## config.mk

```make
export PLATFORM = sky130hd
export DESIGN_NAME = bht_branch_predictor
export DESIGN_NICKNAME = d
export VERILOG_FILES = /design/src/rtl/bp_pkg.sv /design/src/rtl/bp_sat_counter.sv /design/src/rtl/bht_branch_predictor.sv
export SDC_FILE = /design/constraint.sdc
export NUM_CORES = 1
export LEC_CHECK = 0
export CELL_PAD_IN_SITES_DETAIL_PLACEMENT = 2
export CELL_PAD_IN_SITES_GLOBAL_PLACEMENT = 2
export CORE_MARGIN = 5
export CORE_UTILIZATION = 39
export DETAILED_ROUTE_END_ITERATION = 10
export PLACE_DENSITY_LB_ADDON = 0.1
export SLEW_MARGIN = 25
export SYNTH_ARGS = -nofsm -noshare
export SYNTH_HDL_FRONTEND = slang
export SYNTH_SLANG_ARGS = --single-unit
```

## constraint.sdc

```tcl
create_clock -name clk_i -period 9.04 [get_ports clk_i]
set_input_delay 1.808 -clock clk_i [delete_from_list [all_inputs] [get_ports clk_i]]
set_output_delay 1.808 -clock clk_i [all_outputs]
set_load 0.05 [all_outputs]
```

## src/rtl/bp_pkg.sv

```systemverilog
`default_nettype none
// ============================================================================
// Module  : bp_pkg
// Purpose : Shared PC-source encodings and saturating step helper for the BHT.
// Rev     : 1.0
// ============================================================================
package bp_pkg;

    localparam logic [1:0] PCSRC_PC4 = 2'b00;
    localparam logic [1:0] PCSRC_TGT = 2'b01;
    localparam logic [1:0] PCSRC_RBK = 2'b10;

    // Fixed working width so one helper serves every counter width up to 32.
    localparam int SAT_W = 32;

    function automatic logic [SAT_W-1:0] sat_step(
        input logic [SAT_W-1:0] ctr,
        input logic             up,
        input logic [SAT_W-1:0] max
    );
        logic [SAT_W-1:0] res;
        res = ctr;
        if (up) begin
            if (ctr != max) res = ctr + SAT_W'(1);
        end else begin
            if (ctr != '0) res = ctr - SAT_W'(1);
        end
        return res;
    endfunction

endpackage
`default_nettype wire

```

## src/rtl/bp_sat_counter.sv

```systemverilog
`default_nettype none
// ============================================================================
// Module  : bp_sat_counter
// Purpose : CTR_W-bit saturating up/down counter, async reset to CTR_INIT.
// Rev     : 1.0
// ============================================================================
module bp_sat_counter
    import bp_pkg::*;
#(
    parameter int              CTR_W    = 2,
    parameter logic [CTR_W-1:0] CTR_INIT = {CTR_W{1'b1}}
) (
    input  logic             clk_i,
    input  logic             rst_i,
    input  logic             en_i,
    input  logic             up_i,
    output logic [CTR_W-1:0] ctr_o
);

    localparam logic [SAT_W-1:0] CTR_MAX = SAT_W'({CTR_W{1'b1}});

    logic [CTR_W-1:0] ctr_q;
    logic [CTR_W-1:0] ctr_d;

    always_comb begin
        ctr_d = ctr_q;
        if (en_i) ctr_d = CTR_W'(sat_step(SAT_W'(ctr_q), up_i, CTR_MAX));
    end

    always_ff @(posedge clk_i or posedge rst_i) begin
        if (rst_i) ctr_q <= CTR_INIT;
        else       ctr_q <= ctr_d;
    end

    assign ctr_o = ctr_q;

endmodule
`default_nettype wire

```

## src/rtl/bht_branch_predictor.sv

```systemverilog
`default_nettype none
// ============================================================================
// Module  : bht_branch_predictor
// Purpose : BHT of saturating counters; predicts in ID, trains from EX.
//           Optional gshare indexing when BHT_GSHARE_EN is defined.
// Rev     : 1.0
// ============================================================================
module bht_branch_predictor
    import bp_pkg::*;
#(
    parameter int               PC_W     = 32,
    parameter int               ENTRIES  = 64,
    parameter int               IDX_W    = $clog2(ENTRIES),
    parameter int               CTR_W    = 2,
    parameter logic [CTR_W-1:0] CTR_INIT = {CTR_W{1'b1}},
    parameter int               PERF_W   = 16
) (
    input  logic              clk_i,
    input  logic              rst_i,
    input  logic              id_branch_i,
    input  logic [PC_W-1:0]   id_pc_i,
    output logic              id_taken_o,
    output logic [IDX_W-1:0]  id_idx_o,
    input  logic              ex_branch_i,
    input  logic [IDX_W-1:0]  ex_idx_i,
    input  logic              ex_pred_taken_i,
    input  logic              ex_taken_i,
    output logic              mispredict_o,
    output logic [1:0]        pcsrc_o,
    output logic              id_flush_o,
    output logic [PERF_W-1:0] br_cnt_o,
    output logic [PERF_W-1:0] miss_cnt_o
);

    localparam logic [SAT_W-1:0] PERF_MAX = SAT_W'({PERF_W{1'b1}});

    logic [IDX_W-1:0] pc_idx;
    logic             unused_pc;

    assign pc_idx    = id_pc_i[IDX_W+1:2];
    assign unused_pc = ^{id_pc_i[PC_W-1:IDX_W+2], id_pc_i[1:0]};

`ifdef BHT_GSHARE_EN
    logic [IDX_W-1:0] ghr_q;
    logic [IDX_W-1:0] ghr_d;
    logic [IDX_W-1:0] ghr_shift;

    if (IDX_W == 1) begin : g_ghr_1b
        assign ghr_shift = ex_taken_i;
    end else begin : g_ghr_nb
        assign ghr_shift = {ghr_q[IDX_W-2:0], ex_taken_i};
    end

    always_comb begin
        ghr_d = ghr_q;
        if (ex_branch_i) ghr_d = ghr_shift;
    end

    always_ff @(posedge clk_i or posedge rst_i) begin
        if (rst_i) ghr_q <= '0;
        else       ghr_q <= ghr_d;
    end

    assign id_idx_o = pc_idx ^ ghr_q;
`else
    assign id_idx_o = pc_idx;
`endif

    logic [CTR_W-1:0] ctr_tbl [ENTRIES];
    logic [CTR_W-1:0] id_ctr;

    for (genvar i = 0; i < ENTRIES; i++) begin : g_entry
        bp_sat_counter #(
            .CTR_W    (CTR_W),
            .CTR_INIT (CTR_INIT)
        ) u_ctr (
            .clk_i (clk_i),
            .rst_i (rst_i),
            .en_i  (ex_branch_i && (ex_idx_i == IDX_W'(i))),
            .up_i  (ex_taken_i),
            .ctr_o (ctr_tbl[i])
        );
    end

    // Registered table gives the pre-update value on a same-cycle read/write.
    assign id_ctr     = ctr_tbl[id_idx_o];
    assign id_taken_o = id_ctr[CTR_W-1];

    if (CTR_W > 1) begin : g_ctr_lsb_sink
        logic unused_ctr_lsbs;
        assign unused_ctr_lsbs = ^id_ctr[CTR_W-2:0];
    end

    assign mispredict_o = ex_branch_i & (ex_taken_i != ex_pred_taken_i);

    always_comb begin
        pcsrc_o    = PCSRC_PC4;
        id_flush_o = 1'b0;
        if (mispredict_o) begin
            pcsrc_o    = PCSRC_RBK;
            id_flush_o = 1'b1;
        end else if (id_branch_i && id_taken_o) begin
            pcsrc_o    = PCSRC_TGT;
            id_flush_o = 1'b1;
        end
    end

    logic [PERF_W-1:0] br_cnt_q;
    logic [PERF_W-1:0] br_cnt_d;
    logic [PERF_W-1:0] miss_cnt_q;
    logic [PERF_W-1:0] miss_cnt_d;

    always_comb begin
        br_cnt_d   = br_cnt_q;
        miss_cnt_d = miss_cnt_q;
        if (ex_branch_i)  br_cnt_d   = PERF_W'(sat_step(SAT_W'(br_cnt_q), 1'b1, PERF_MAX));
        if (mispredict_o) miss_cnt_d = PERF_W'(sat_step(SAT_W'(miss_cnt_q), 1'b1, PERF_MAX));
    end

    always_ff @(posedge clk_i or posedge rst_i) begin
        if (rst_i) begin
            br_cnt_q   <= '0;
            miss_cnt_q <= '0;
        end else begin
            br_cnt_q   <= br_cnt_d;
            miss_cnt_q <= miss_cnt_d;
        end
    end

    assign br_cnt_o   = br_cnt_q;
    assign miss_cnt_o = miss_cnt_q;

endmodule
`default_nettype wire
```

==> results.yml <==
route:
  routed_wirelength_mm: 27.6
  wl_per_cell_um: 20.8
  dr.pass1.iters: 4
  ant_nets: 0
  drt-initial-drc-count: 309
  routed-via-count: 7823
  drc: 0
  via_per_inst: 5.89
timing:
  tightest_slew_ns: 1.05
  max_freq_mhz: 146
  rsz0062_at_grt: "false"
  period_needed_ns: 6.84
  clock_skew_ns: 0.00732
  hold_viol_final: 0
  timing.hold.ws_ns: 0.493
  maxSlewHeadroom_pct: 30.2
  period_share_pct: 75.6
  finalSetupTns_ns: 0
  drv_slew: 0
  setup_violations: 0
logic_synthesis:
  synth-main-ff-cell: "dfstp_2"
  async_reset_ff_share_pct: 100
  ys.warnings.count: 0
  synth_edf_count: 0
  seq_area_frac_synth_pct: 46.2
  synth.distinct_cells: 57
  synth_nets: 1048
  ys_ff_latch: 160
  synth_area_per_cell_um2: 8.99
  synthCells: 1002
  netlist_area_mm2: 0.00901
placement:
  placed_cell_area_mm2: 0.00977
  finalWeightedCongestion: 0.756
  io_buffers: 60
  dp_hpwl_mm: 18.2
clock_network:
  ctsResizeCount: 0
  cts_sinks: 160
  cts_made_buffers: 17
  cts_max_path_buffers: 2
  cts_root_buf: "clkbuf_16"
  clk_pin_slew_worst_paths_ns: 0.06
  htreeDepth: 4
  hold_buffers: 0
  tritoncts: "yes"
  postCtsSetupRepairBufs: 0
  clk_latency_ns: 0.43
worst_setup_path:
  crit_fanout: 9
  crit_type: "primary input to output port"
  critical-path-max-stage-delay_ns: 0.85
  cp-end-kind: "output port"
  required_ns: 7.23
  crit_top_cell: "clkdlybuf4s50_1"
  cp_cell_sequence: "clkdlybuf4s50_1, mux4_1, mux4_2, nand2_1, and4_4, a221oi_2, clkdlybuf4s50_1"
  arrival_ns: 5.03
  start_kind: "primary input"
  critPathSlowestCell: "clkdlybuf4s50_1"
run_status:
  status: "finished, final reports clean"
hold_path:
  hp-class: "flip-flop to flip-flop"
global_route:
  grt_max_degree: 86
  grt-ovfl-total: 0
  antenna_found_initial: 0
  grt.total_usage_pct: 21.6
  grt_pass1_wl_mm: 45.6
  grt_pass1_vias: 8431
flow_run:
  drv_cap: 0
pwr:
  leakagePower_nw: 3.87
  vdd_drop_max_v: 0.000103
  powerDensity_mw_per_mm2: 189
cells_and_area:
  diodes: 0
  syn_to_final_growth_pct: 14.5
  fin_nets: 1076
  fin_area_mm2: 0.0103
  n_fill_cell: 2473
  drive_above_1_share_pct: 19.7
floorplanning:
  die_x_um: 162
  core_area_mm2: 0.0227
  start_util_pct: 39.7
  io-pin-count: 87
  fp.dieH_um: 162
  die-area_mm2: 0.0262
  core.rowCount: 55
flip-flops by register name (all words and copies together), names as in the netlist:
name,cells
miss_cnt_o,16
br_cnt_o,16
g_entry.u_ctr.ctr_o,128
worst paths after layout:
path / from / end / slack [ns] / cells past startpoint
worst max-delay path: id_pc_i[4] / id_flush_o / 2.20 / 7
worst min-delay path: g_entry[16].u_ctr.ctr_o[0] / g_entry[16].u_ctr.ctr_o[0] / 0.49 / 2
worst max register to register: miss_cnt_o[0] / miss_cnt_o[15] / 6.73 / 6
worst min register to register: g_entry[16].u_ctr.ctr_o[0] / g_entry[16].u_ctr.ctr_o[0] / 0.49 / 2
max in group asynchronous: rst_i / g_entry[16].u_ctr.ctr_o[1] / 5.93 / 3
min in group asynchronous: rst_i / miss_cnt_o[0] / 1.91 / 2
stage by stage:
stage	std cells	util, %	power [mW]	setup WS [ns]
3_3_place_gp	1296	43.0	1.25	2.19
3_5_place_dp	1296	43.0	1.27	2.21
6_report	1328	45.4	1.95	2.20
2_1_floorplan	1002	-	1.13	3.12
4_1_cts	1328	45.4	1.97	2.21
5_1_grt	1328	45.4	2.04	2.14
placed cells by master, fill, tap and decap left out, types with 8 or more instances in the layout:
cell | synthesis | layout
o21ai_0 | 120 | 120
nor3b_1 | 8 | 8
clkdlybuf4s50_1 | 0 | 59
xnor2_1 | 20 | 20
mux2i_1 | 41 | 41
a31oi_1 | 17 | 17
buf_4 | 8 | 11
o31ai_1 | 8 | 8
nand4_1 | 8 | 8
nand3_1 | 34 | 34
a211oi_1 | 9 | 9
and3_1 | 8 | 8
dfstp_2 | 128 | 128
o211ai_1 | 8 | 8
nand2_1 | 91 | 91
nor3_1 | 18 | 18
nor2_1 | 111 | 111
xor2_1 | 11 | 11
clkbuf_16 | 0 | 17
a21oi_1 | 124 | 124
o221a_2 | 13 | 13
inv_1 | 33 | 31
dfrtp_1 | 32 | 32
layout make-up:
class,instances,area (um2),area share [%]
Inverter,33,129,1.25
Tap cell,285,357,3.46
Timing Repair Buffer,71,684,6.64
Clock buffer,19,433,4.20
Sequential cell,160,4160,40.4
Multi-Input combinational cell,747,4440,43.0
Clock inverter,13,113,1.09
worst max-delay path, delay by kind of cell:
kind / cells / cell delay, ns
and+or+nand+nor: 2 / 0.38
AOI/OAI and AO/OA: 1 / 0.07
buffers and inverters: 2 / 1.57
muxes: 2 / 1.19
power by group:
group / leakage [nW] / total (mW) / internal [mW] / switching [mW]
Combinational: 1.84 / 0.388 / 0.131 / 0.257
Clock: 0.265 / 0.693 / 0.379 / 0.314
Sequential: 1.76 / 0.865 / 0.801 / 0.0638
Total: 3.87 / 1.95 / 1.31 / 0.635
kinds of logic after synthesis:
| family | count (synthesis) | synth area share, % |
|---|---|---|
| simple gates | 340 | 18.6 |
| compound gates | 326 | 21.2 |
| flops | 160 | 46.2 |
| buf+inv | 95 | 4.53 |
| mux | 48 | 6.18 |
| xor+xnor | 31 | 3.01 |
| fa+ha+maj | 2 | 0.278 |
Yosys cell counts, types with 4 or more instances:
library cell | number | share of area, %
xnor2_1 | 20 | 1.9
a22oi_1 | 6 | 0.50
nand3_1 | 34 | 1.9
and3_1 | 8 | 0.56
and2_1 | 7 | 0.49
inv_1 | 33 | 1.4
a211oi_1 | 9 | 0.75
clkbuf_1 | 37 | 1.5
or3_1 | 6 | 0.42
a31oi_1 | 17 | 1.2
buf_2 | 11 | 0.61
o211ai_1 | 8 | 0.67
nor2_1 | 111 | 4.6
nand2b_1 | 6 | 0.42
a21oi_1 | 124 | 6.9
a221o_1 | 5 | 0.56
xor2_1 | 11 | 1.1
dfstp_2 | 128 | 37
nand4_1 | 8 | 0.56
nor3_1 | 18 | 1.0
o221a_2 | 13 | 1.6
mux2i_1 | 41 | 4.6
buf_4 | 8 | 0.67
o21ai_0 | 120 | 6.7
nor3b_1 | 8 | 0.67
dfrtp_1 | 32 | 8.9
o31ai_1 | 8 | 0.67
or2_2 | 6 | 0.42
buf_1 | 5 | 0.21
nand2_1 | 91 | 3.8
and4_1 | 7 | 0.68
a21bo_2 | 5 | 0.56
o2111ai_1 | 6 | 0.58
nor2b_1 | 4 | 0.28
metal layers:
metal  part of all wire, %  track usage, %
met1                    46            27.9
met2                    50            37.6
met3                   2.7            4.11
met4                   1.1            4.84
met5                     0               0
Power figures use the tool's default switching activity.
